### src/rtl/pipe_fwd_if.sv
// Bundle between decode and the forwarding controller.
// master: decode side (drives issue info, sources, stage results, rf data).
// slave : pipe_fwd_ctrl (returns resolved operands, selects, stall, counter).
interface pipe_fwd_if #(
  parameter int unsigned DATA_W = 16,
  parameter int unsigned REG_AW = 3,
  parameter int unsigned DEPTH  = 3,
  parameter int unsigned SEL_W  = 2
);
  logic                    hold_i;
  logic                    flush_i;
  logic                    issue_valid_i;
  logic                    issue_wr_i;
  logic                    issue_load_i;
  logic [REG_AW-1:0]       issue_rd_i;
  logic [REG_AW-1:0]       rs_i;
  logic [REG_AW-1:0]       rt_i;
  logic                    rs_used_i;
  logic                    rt_used_i;
  logic [DEPTH*DATA_W-1:0] stage_data_i;
  logic [DATA_W-1:0]       rf_rs_data_i;
  logic [DATA_W-1:0]       rf_rt_data_i;
  logic [DATA_W-1:0]       rs_data_o;
  logic [DATA_W-1:0]       rt_data_o;
  logic [SEL_W-1:0]        rs_sel_o;
  logic [SEL_W-1:0]        rt_sel_o;
  logic                    load_stall_o;
  logic [15:0]             stall_cnt_o;

  modport master (
    output hold_i, flush_i, issue_valid_i, issue_wr_i, issue_load_i, issue_rd_i,
           rs_i, rt_i, rs_used_i, rt_used_i, stage_data_i, rf_rs_data_i, rf_rt_data_i,
    input  rs_data_o, rt_data_o, rs_sel_o, rt_sel_o, load_stall_o, stall_cnt_o
  );

  modport slave (
    input  hold_i, flush_i, issue_valid_i, issue_wr_i, issue_load_i, issue_rd_i,
           rs_i, rt_i, rs_used_i, rt_used_i, stage_data_i, rf_rs_data_i, rf_rt_data_i,
    output rs_data_o, rt_data_o, rs_sel_o, rt_sel_o, load_stall_o, stall_cnt_o
  );
endinterface

### src/rtl/pipe_fwd_ctrl.sv
// Hazard/forwarding controller for the in-order WISC pipeline.
// Tracks DEPTH in-flight producers (stage 1 = EX out ... stage DEPTH = WB),
// resolves rs/rt against the youngest matching producer, forwards its result
// word, and raises a load-use stall when the load's data is not yet valid.
// Ports: clk, rst (async, active-high), bus (pipe_fwd_if.slave).
// Resolved data, selects and load_stall_o are combinational (zero latency);
// stall_cnt_o is registered and saturates at 16'hFFFF.
// Optional: define ZERO_REG_EN to hardwire register 0 to zero.
// Legal configs: 1 <= DEPTH <= 7, 1 <= LOAD_STAGE <= DEPTH, 2**SEL_W > DEPTH.
module pipe_fwd_ctrl #(
  parameter int unsigned DATA_W     = 16,
  parameter int unsigned REG_AW     = 3,
  parameter int unsigned DEPTH      = 3,
  parameter int unsigned LOAD_STAGE = 2,
  parameter int unsigned SEL_W      = 2
) (
  input  logic       clk,
  input  logic       rst,
  pipe_fwd_if.slave  bus
);

  logic [DEPTH:1]    vld;
  logic [DEPTH:1]    wr;
  logic [DEPTH:1]    ld;
  logic [REG_AW-1:0] rd [DEPTH:1];
  logic [15:0]       stall_cnt;

  logic              rs_zero;
  logic              rt_zero;
  logic              issue_wr;
  logic [SEL_W-1:0]  rs_sel;
  logic [SEL_W-1:0]  rt_sel;
  logic [DATA_W-1:0] rs_data;
  logic [DATA_W-1:0] rt_data;
  logic              rs_hz;
  logic              rt_hz;
  logic              load_stall;

  // Register 0 handling: a zero source never matches and a write to r0 is dropped.
`ifdef ZERO_REG_EN
  assign rs_zero  = (bus.rs_i == '0);
  assign rt_zero  = (bus.rt_i == '0);
  assign issue_wr = bus.issue_wr_i & (bus.issue_rd_i != '0);
`else
  assign rs_zero  = 1'b0;
  assign rt_zero  = 1'b0;
  assign issue_wr = bus.issue_wr_i;
`endif

  // Priority resolve: walk oldest to youngest so the youngest match wins.
  always_comb begin
    rs_sel  = '0;
    rs_data = bus.rf_rs_data_i;
    rs_hz   = 1'b0;
    rt_sel  = '0;
    rt_data = bus.rf_rt_data_i;
    rt_hz   = 1'b0;
    for (int k = DEPTH; k >= 1; k--) begin
      if (vld[k] && wr[k] && bus.rs_used_i && !rs_zero && (rd[k] == bus.rs_i)) begin
        rs_sel  = SEL_W'(k);
        rs_data = bus.stage_data_i[k*DATA_W-1 -: DATA_W];
        rs_hz   = ld[k] && (k < int'(LOAD_STAGE));
      end
      if (vld[k] && wr[k] && bus.rt_used_i && !rt_zero && (rd[k] == bus.rt_i)) begin
        rt_sel  = SEL_W'(k);
        rt_data = bus.stage_data_i[k*DATA_W-1 -: DATA_W];
        rt_hz   = ld[k] && (k < int'(LOAD_STAGE));
      end
    end
    if (rs_zero) rs_data = '0;
    if (rt_zero) rt_data = '0;
  end

  assign load_stall = rs_hz | rt_hz;

  // Tag pipeline and stall counter; hold freezes everything including flush.
  always_ff @(posedge clk or posedge rst) begin
    if (rst) begin
      vld       <= '0;
      wr        <= '0;
      ld        <= '0;
      stall_cnt <= '0;
      for (int k = 1; k <= DEPTH; k++) rd[k] <= '0;
    end else if (!bus.hold_i) begin
      for (int k = DEPTH; k >= 2; k--) begin
        vld[k] <= vld[k-1];
        wr[k]  <= wr[k-1];
        ld[k]  <= ld[k-1];
        rd[k]  <= rd[k-1];
      end
      vld[1] <= bus.issue_valid_i & ~bus.flush_i & ~load_stall;
      wr[1]  <= issue_wr;
      ld[1]  <= bus.issue_load_i;
      rd[1]  <= bus.issue_rd_i;
      if (load_stall && (stall_cnt != 16'hFFFF)) stall_cnt <= stall_cnt + 16'd1;
    end
  end

  assign bus.rs_sel_o     = rs_sel;
  assign bus.rt_sel_o     = rt_sel;
  assign bus.rs_data_o    = rs_data;
  assign bus.rt_data_o    = rt_data;
  assign bus.load_stall_o = load_stall;
  assign bus.stall_cnt_o  = stall_cnt;

endmodule

### src/flat_wrapper.sv
// flat-port wrapper written by rule: the top's interface ports become plain ports
module pipe_fwd_ctrl_flat 
#(
  parameter int unsigned DATA_W     = 16,
  parameter int unsigned REG_AW     = 3,
  parameter int unsigned DEPTH      = 3,
  parameter int unsigned LOAD_STAGE = 2,
  parameter int unsigned SEL_W      = 2
)
  (clk, rst, bus_hold_i, bus_flush_i, bus_issue_valid_i, bus_issue_wr_i, bus_issue_load_i, bus_issue_rd_i, bus_rs_i, bus_rt_i, bus_rs_used_i, bus_rt_used_i, bus_stage_data_i, bus_rf_rs_data_i, bus_rf_rt_data_i, bus_rs_data_o, bus_rt_data_o, bus_rs_sel_o, bus_rt_sel_o, bus_load_stall_o, bus_stall_cnt_o);
  pipe_fwd_if #(.DATA_W(DATA_W), .REG_AW(REG_AW), .DEPTH(DEPTH), .SEL_W(SEL_W)) bus_i ();
  input  logic clk;
  input  logic rst;
  input wire logic [$bits(bus_i.hold_i)-1:0] bus_hold_i;
  input wire logic [$bits(bus_i.flush_i)-1:0] bus_flush_i;
  input wire logic [$bits(bus_i.issue_valid_i)-1:0] bus_issue_valid_i;
  input wire logic [$bits(bus_i.issue_wr_i)-1:0] bus_issue_wr_i;
  input wire logic [$bits(bus_i.issue_load_i)-1:0] bus_issue_load_i;
  input wire logic [$bits(bus_i.issue_rd_i)-1:0] bus_issue_rd_i;
  input wire logic [$bits(bus_i.rs_i)-1:0] bus_rs_i;
  input wire logic [$bits(bus_i.rt_i)-1:0] bus_rt_i;
  input wire logic [$bits(bus_i.rs_used_i)-1:0] bus_rs_used_i;
  input wire logic [$bits(bus_i.rt_used_i)-1:0] bus_rt_used_i;
  input wire logic [$bits(bus_i.stage_data_i)-1:0] bus_stage_data_i;
  input wire logic [$bits(bus_i.rf_rs_data_i)-1:0] bus_rf_rs_data_i;
  input wire logic [$bits(bus_i.rf_rt_data_i)-1:0] bus_rf_rt_data_i;
  output wire logic [$bits(bus_i.rs_data_o)-1:0] bus_rs_data_o;
  output wire logic [$bits(bus_i.rt_data_o)-1:0] bus_rt_data_o;
  output wire logic [$bits(bus_i.rs_sel_o)-1:0] bus_rs_sel_o;
  output wire logic [$bits(bus_i.rt_sel_o)-1:0] bus_rt_sel_o;
  output wire logic [$bits(bus_i.load_stall_o)-1:0] bus_load_stall_o;
  output wire logic [$bits(bus_i.stall_cnt_o)-1:0] bus_stall_cnt_o;
  assign bus_i.hold_i = bus_hold_i;
  assign bus_i.flush_i = bus_flush_i;
  assign bus_i.issue_valid_i = bus_issue_valid_i;
  assign bus_i.issue_wr_i = bus_issue_wr_i;
  assign bus_i.issue_load_i = bus_issue_load_i;
  assign bus_i.issue_rd_i = bus_issue_rd_i;
  assign bus_i.rs_i = bus_rs_i;
  assign bus_i.rt_i = bus_rt_i;
  assign bus_i.rs_used_i = bus_rs_used_i;
  assign bus_i.rt_used_i = bus_rt_used_i;
  assign bus_i.stage_data_i = bus_stage_data_i;
  assign bus_i.rf_rs_data_i = bus_rf_rs_data_i;
  assign bus_i.rf_rt_data_i = bus_rf_rt_data_i;
  assign bus_rs_data_o = bus_i.rs_data_o;
  assign bus_rt_data_o = bus_i.rt_data_o;
  assign bus_rs_sel_o = bus_i.rs_sel_o;
  assign bus_rt_sel_o = bus_i.rt_sel_o;
  assign bus_load_stall_o = bus_i.load_stall_o;
  assign bus_stall_cnt_o = bus_i.stall_cnt_o;
  pipe_fwd_ctrl #(.DATA_W(DATA_W), .REG_AW(REG_AW), .DEPTH(DEPTH), .LOAD_STAGE(LOAD_STAGE), .SEL_W(SEL_W)) u_core (.clk(clk), .rst(rst), .bus(bus_i));
endmodule
### config.mk
export PLATFORM = sky130hd
export DESIGN_NAME = pipe_fwd_ctrl_flat
export DESIGN_NICKNAME = d
export VERILOG_FILES = /design/src/rtl/pipe_fwd_if.sv /design/src/rtl/pipe_fwd_ctrl.sv /design/src/flat_wrapper.sv
export SDC_FILE = /design/constraint.sdc
export NUM_CORES = 1
export LEC_CHECK = 0
export ABC_CLOCK_PERIOD_IN_PS = 2500
export BUFFER_PORTS_ARGS = -buffer_cell sky130_fd_sc_hd__buf_2
export CAP_MARGIN = 5
export CORE_UTILIZATION = 39
export DETAILED_ROUTE_END_ITERATION = 10
export GPL_TIMING_DRIVEN = 0
export HOLD_SLACK_MARGIN = 0.1
export PLACE_DENSITY = 0.78
export SYNTH_ARGS = -nofsm -noshare
export SYNTH_HDL_FRONTEND = slang
export SYNTH_SLANG_ARGS = --single-unit
### constraint.sdc
create_clock -name clk -period 2.5 [get_ports clk]
set_input_delay 0.5 -clock clk [delete_from_list [all_inputs] [get_ports clk]]
set_output_delay 0.5 -clock clk [all_outputs]
set_load 0.1 [all_outputs]
[Word-level counts from Yosys, hierarchy flattened]
Cells that the tools add are included.
Storage, ports and cells
  register bits: 32
  input port bits: 98
  output and inout bits: 53
  word-level logic and storage cells: 52
Cells by class
  add/subtract/negate cells: 1
  equal/unequal tests: 7
  multiplexer cells: 14
  bitwise operators: 6
  reduce and logical (&&, ||, !) cells: 17
Operators with widths (count)
  16-bit two-way mux: 6
  3-bit == test: 6
  16-bit by 1-bit adder with 16-bit output, second input constant: 1
  1-bit logical AND: 16
  16-bit != test, second input constant: 1
  2-bit two-way mux: 6
  1-bit NOT: 3
  1-bit AND: 2
  1-bit two-way mux: 2
  2-bit AND reduction: 1
  1-bit OR: 1

[Logic depth before layout (Yosys ltp)]
Gate-level depths: netlist of the first run.
  word-level depth: 7
  gate-level depth with buffers: 7
  depth with buffers taken out: 6

[Least setup slack after synthesis of the first run]
Ideal clock, no wire load.
  path kind: in2out
  from: input bus_rs_i[1]
  to: output bus_rs_data_o[10]
  data arrival time: 3.194 ns
  data required time: 2.000 ns
  setup slack: -1.194 ns
  stages: 6
  buffers on the path: 1
  path through: xor2_1 > nor4_2 > nor3_1 > clkbuf_1 > a222oi_1 > a21oi_1
On the way
  longest elaborated chain between the ends: 5
  elaborated cells on any way between the ends: 9
  those cells by class: 3 x eq/ne; 3 x mux; 3 x reduce/logical
RTL lines
  from (decl): line flat_wrapper.sv:20  | input wire logic [$bits(bus_i.rs_i)-1:0] bus_rs_i;
  3-bit == test: line pipe_fwd_ctrl.sv:59  | if (vld[k] && wr[k] && bus.rs_used_i && !rs_zero && (rd[k] == bus.rs_i)) begin
  1-bit logical AND: line pipe_fwd_ctrl.sv:59
  16-bit two-way mux (2 in a row): line pipe_fwd_ctrl.sv:59
  16-bit two-way mux (*): line pipe_fwd_ctrl.sv:59
  to (decl): line flat_wrapper.sv:27  | output wire logic [$bits(bus_i.rs_data_o)-1:0] bus_rs_data_o;
Mark *: on every way between the ends. The rest lies on a longest branch, timed or not.

[Final worst setup path of the first run]
  from: register u_core.rd[3] (netlist name)
  to: output bus_rs_data_o[6]
On the way
  longest elaborated chain between the ends: 4
RTL lines
  from (decl): line pipe_fwd_ctrl.sv:25  | logic [REG_AW-1:0] rd [DEPTH:1];
  from (signal, indexed assignment): line pipe_fwd_ctrl.sv:89  | rd[k] <= rd[k-1];
  3-bit == test: line pipe_fwd_ctrl.sv:59
  1-bit logical AND: line pipe_fwd_ctrl.sv:59
  16-bit two-way mux (2 in a row): line pipe_fwd_ctrl.sv:59
No other way between the ends.

==> metrics, run 1 <==
Final setup viols 37; overall routed net length 10,700 µm; Crit-path slowest cell a222oi_1; Leak Pwr 2.03 nW; Least-Margin Pin Slew 588 ps; CP max FO 5; Tmin final 3030 ps; hold_buf cts 0; synthesis-to-layout area growth 95.3%; row count 27; Port Buf Inserts 149; met3 GRT Util 6.32%; critical path's top delay family compound AO/OA/AOI/OAI gates; EDFF count, synth 0; status complete, but fails checks; first-pass GRT wire length 15,400 µm; vias in the first global route 3,153; commonest non-fill, non-tap cells in the layout buf_2 (113), a21oi_4 (33), a222oi_1 (32); DRC 0; CP Launch Type flop; largest net degree at the start of global routing 33; Yosys top cell area share 34.6%; max-slew violations 0; top cells by area, synth dfrtp_1 (35%), a222oi_1 (14%), mux2_2 (7.8%); setup TNS -15,300 ps; RSZ-0062 raised after global routing yes; worst-skew pair later-pin latency 290 ps; Worst-path clk slew 70 ps; drt pass-1 iters 5; Achievable Freq 0.330 GHz; final hold viol count 0; met2 GRT Util 56.9%; Die Area 6250 µm²; diode count 0; total clock sinks 32; # IOs 151; syn nets 357; Net count, final 536; Warnings, synthesis 0; share of layout cells above drive strength 1 63.7%; asr flop ratio synth 100%; library cells used by synthesis 28; Worst Path Arrival 2530 ps; WL/cell 21.0 µm; critical path, cell by cell buf_4 > buf_6 > xor2_2 > nor4_4 > o21ba_4 > clkbuf_16 > a222oi_1 > a21oi_4 > buf_8; area leader, netlist dfrtp_1; Layout Skew 8.64 ps; Setup WS post-layout -532 ps; GR Layer Usage met1 34.8%; routability cong. 0.821; register bit total from synthesis 32; Crit path largest cell delay 500 ps; Die W 79.1 µm; Mapped Cells 258; violated checks setup timing; CTS root buf clkbuf_8; count of buffer and inverter cells on the critical path 4; HP Class in -> async; core area 5610 µm²; chip height 79.1 µm; drt via density 6.17; CP endpoint kind output pin; commonest non-fill, non-tap cell in the layout buf_2; critical path class reg -> out; Req. time, crit path 2000 ps; Synth Flop Type dfrtp_1; dpl hpwl 6670 µm; Total GRT Usage 32.2%; GRT overflow 0; VDD IR-drop max 0.000526 V; TritonCTS Buffers 5; post-route ant nets 0; sequential share of the synthesized area 34.6%; via count 3,148; gr busiest metal met2; Pwr Density 443 nW/µm²; total power 2.01 mW; Mean Syn Cell Area 8.98 µm²; initial core utilization 41.3%; Max-Cap Viols 0; Max H-tree Level 2; TritonCTS clock tree built; cell area after synthesis 2320 µm²; clock buffer depth 2; DRT iter0 DRCs 269; Slew Limit Headroom 60.8%; fin crit share 121%; initial antenna violation count 0
==> power by group <==
| part | total [mW] | internal (mW) | leakage [nW] | switching (mW) |
|---|---|---|---|---|
| Sequential | 0.611 | 0.561 | 0.409 | 0.0493 |
| Clock | 0.399 | 0.194 | 0.0479 | 0.206 |
| Combinational | 0.996 | 0.364 | 1.58 | 0.632 |
| Total | 2.01 | 1.12 | 2.03 | 0.887 |
==> Yosys cell counts (all sizes together) (5+ instances only) <==
master,instances
a21oi,34
nand3,9
nor2,41
clkbuf,16
nand2,9
a222oi,32
xnor2,17
dfrtp,32
nand4,11
xor2,16
mux2,16
inv,5
==> final cells by class <==
class,count,area [µm²]
Inverter,5,18.8
Clock buffer,5,68.8
Buffer,17,205
Timing Repair Buffer,174,1390
Fill cell,357,1080
Sequential cell,32,806
Multi-Input combinational cell,202,1930
Tap cell,72,90.1
Clock inverter,3,18.8
==> path summary, 6_finish.rpt <==
check	from	cells past startpoint	slack (ps)	endpoint
worst max-delay path	u_core.rd[3]	9	-530	bus_rs_data_o[6]
worst min-delay path	rst	2	180	u_core.rd[8]
worst max register to register	u_core.rd[0]	6	70	u_core.bus.stall_cnt_o[1]
worst min register to register	u_core.bus.stall_cnt_o[0]	1	500	u_core.bus.stall_cnt_o[0]
max in group asynchronous	rst	3	1860	u_core.rd[4]
min in group clk	bus_issue_rd_i[1]	2	440	u_core.rd[1]
==> layer usage <==
metal / wire, µm / part of all wire, % / vias to the layer above
li1: - / - / 1351
met1: 3770 / 35 / 1507
met2: 5510 / 51 / 236
met3: 932 / 8.7 / 54
met4: 498 / 4.6 / 0
met5: 0 / 0 / -
==> sequential cells by signal, summed over array words and instances, names as in the netlist <==
signal and flops:
u_core.bus.stall_cnt_o 16, u_core.rd 9, u_core.ld 1, u_core.wr 3, u_core.vld 3
==> through the flow <==
stage / utilization [%] / std cells / cell area [µm²] / hold slack, ps / setup WS [ps]
2_1_floorplan: - / 258 / 2870 / 479 / -279
3_3_place_gp: 66.0 / 479 / 3700 / 487 / -897
3_5_place_dp: 66.0 / 479 / 3700 / 490 / -949
4_1_cts: 77.0 / 503 / 4320 / 442 / -580
5_1_grt: 80.7 / 510 / 4520 / 209 / -613
6_report: 80.7 / 510 / 4520 / 177 / -532
==> timing repair <==
action,in CTS,in global routing
endpoints found under the setup margin,43,49
pin swaps,38,35
setup buffers,16,4
gates resized for setup,114,40
cloned,1,3
==> cells by family (layout without fill, tap and decap cells) <==
logic type | Yosys count | in the layout | share of synthesized area [%]
xor gates and xnor gates | 33 | 33 | 12.5
and+or+nand+nor | 83 | 83 | 17.3
AOI/OAI and AO/OA | 69 | 69 | 23.0
muxes | 16 | 16 | 7.78
adders and majority gates | 1 | 1 | 0.540
DFF | 32 | 32 | 34.6
buffers and inverters | 24 | 204 | 4.27
Note: power is estimated with default switching activity, not from simulation.
==> inputs of run 2 (changes only) <==
PLACE_DENSITY = not set   (was 0.78)
PLACE_DENSITY_LB_ADDON = 0.15   (was not set)
==> run 2 against run 1 <==
Against the previous run:
- the flow still finishes with violations (setup timing)
- wire length increased by 1.7%
- sequential cell count unchanged
- cell count increased by 2.4%
- power decreased by 0.55%
- via count increased by 1.9%
- worst hold slack improved by 33 ps
- sequential share of layout area decreased by 0.46 points
- critical endpoint is now bus_rt_data_o[3]
==> metrics, run 2 (synthesis gave the netlist of run 1 again) <==
initial antenna violation count 0 (unchanged); status complete, but fails checks; synthesis-to-layout area growth 100%; Max H-tree Level 2 (unchanged); Total GRT Usage 31.0% (-1.2 points); fillers 332 (-7.0%); Final setup viols 36 (-2.7%); Tmin final 3300 ps (+267 ps); Fin Hold WS 210 ps (+33.0 ps); commonest non-fill, non-tap cell in the layout buf_2; diode count 0 (unchanged); critical path class reg -> out; Layout Skew 8.97 ps (+0.322 ps); Req. time, crit path 2000 ps (about the same); dpl hpwl 6300 µm (-5.6%); CTS root buf clkbuf_8; Net count, final 548 (+2.2%); post-route ant nets 0 (unchanged); Leak Pwr 2.10 nW (+3.4%); drt pass-1 iters 7 (+2); HP Class in -> async; FF/Latch Area 806 µm² (unchanged); clock buffer depth 2 (unchanged); Least-Margin Pin Slew 633 ps (+44.7 ps); Setup WS post-layout -799 ps (-267 ps); Crit path largest cell delay 550 ps (+50 ps); worst reg-to-reg path cell count 8 (+2); R2R setup slack 40 ps (-30 ps); violated checks setup timing; Max-Cap Viols 0 (unchanged); TritonCTS Buffers 5 (unchanged); DRT iter0 DRCs 410 (+52%); reg-to-reg endpoint u_core.bus.stall_cnt_o[1]; Crit-path slowest cell a222oi_1; # IOs 151 (unchanged); row count 27 (unchanged); first-pass GRT wire length 15,000 µm (-2.4%); drt via density 6.15 (-0.44%); critical path, cell by cell xor2_4 > nor4_4 > buf_4 > and3b_1 > buf_8 > buf_4 > buf_12 > a222oi_1 > a21oi_4 > buf_12; CP endpoint kind output pin; commonest non-fill, non-tap cells in the layout buf_2 (112), nor2_1 (36), a21oi_4 (34); initial core utilization 41.3% (unchanged); VDD IR-drop max 0.000399 V (-24%); FF-to-FF Start u_core.rd[1]; share of layout cells above drive strength 1 61.6% (-2.1 points); Achievable Freq 0.303 GHz (-8.1%); final hold viol count 0 (unchanged); fin crit share 132% (+11 points); Worst-path clk slew 70 ps (about the same); DRC 0 (unchanged); Die W 79.1 µm (unchanged); GRT overflow 0 (unchanged); CP max FO 4 (-1); chip height 79.1 µm (unchanged); setup TNS -17,820 ps (-2530 ps); vias in the first global route 3,055 (-3.1%); Multi-input gate area 1920 µm² (-0.45%); largest net degree at the start of global routing 33 (unchanged); Worst Path Arrival 2800 ps (+270 ps); DP Worst Slack -947 ps (+1.73 ps); routability cong. 0.782 (-4.7%); CP Launch Type flop; WL/cell 20.9 µm (-0.64%); Die Area 6250 µm² (unchanged); Slew Limit Headroom 57.5% (-3.2 points); via count 3,208 (+1.9%); max-slew violations 0 (unchanged); overall routed net length 10,900 µm (+1.7%); total clock sinks 32 (unchanged); Pwr Density 430 nW/µm² (-3.1%); Port Buf Inserts 149 (unchanged); total power 1.99 mW (-0.55%); RSZ-0062 raised after global routing yes; core area 5610 µm² (unchanged); worst-skew pair later-pin latency 290 ps (about the same); TritonCTS clock tree built; Layout Utilization 82.8% (+2.1 points); Largest register FFs 16 (unchanged)
## run 2: cell types whose count changed in the layout (fill, tap and decap cells not counted), moves of 3 or more
cell	previous run	this run
buf_12	14	17
buf_4	17	23
buf_6	24	19
buf_8	10	15
nor2_1	26	36
nor2_2	14	3
## run 2: what timing repair did
item,in CTS,in global routing
resized for setup,118,37
gates cloned,4,0
pin swaps,36,40
setup buffers,16,15
hold buffers,0,0
setup endpoints to repair,42,37
## run 2: how the worst max path moves through the flow
stage,startpoint,depth (start not counted),to,slack (ps)
floorplan,bus_rs_i[1],7,bus_rs_data_o[10],-280
global placement,bus_rt_i[2],8,bus_rt_data_o[11],-900
detailed placement,bus_rt_i[0],8,bus_rt_data_o[12],-950
CTS,u_core.rd[3],9,bus_rt_data_o[12],-610
global route,u_core.rd[3],10,bus_rt_data_o[3],-830
finish,u_core.rd[3],10,bus_rt_data_o[3],-800
## run 2: routing by layer
layer	global-route usage [%]	routed length, µm	share of wire [%]
met1	34.4	3830	35
met2	54.7	5540	51
met3	7.36	1050	9.6
met4	16.0	475	4.4
met5	0	0	0
## run 2: final cells by class
type                            instances  share of cell area [%]
Buffer                                 18                    4.66
Clock buffer                            7                    1.64
Clock inverter                          1                   0.108
Inverter                                5                   0.404
Multi-Input combinational cell        203                    41.3
Sequential cell                        32                    17.4
Tap cell                               72                    1.94
Timing Repair Buffer                  184                    32.6
## run 2: report_power, final
part | switching (mW) | internal, mW | leakage [nW] | total, mW
combinational | 0.634 | 0.371 | 1.65 | 1.00
clock | 0.186 | 0.195 | 0.0422 | 0.381
sequential | 0.0471 | 0.562 | 0.409 | 0.609
## run 2: worst max-delay path, delay by kind of cell, from the launching register on
family,cells,cell delay (ps)
xor+xnor,1,170
compound gates,2,700
buf+inv,5,730
flops,1,450
simple gates,2,470
## run 2: per-stage QoR
step	cells	instance area (µm²)
after global placement	479	3700
after floorplan	258	2870
after global routing	522	4640
final	522	4640
after detailed placement	479	3700
after CTS	506	4360
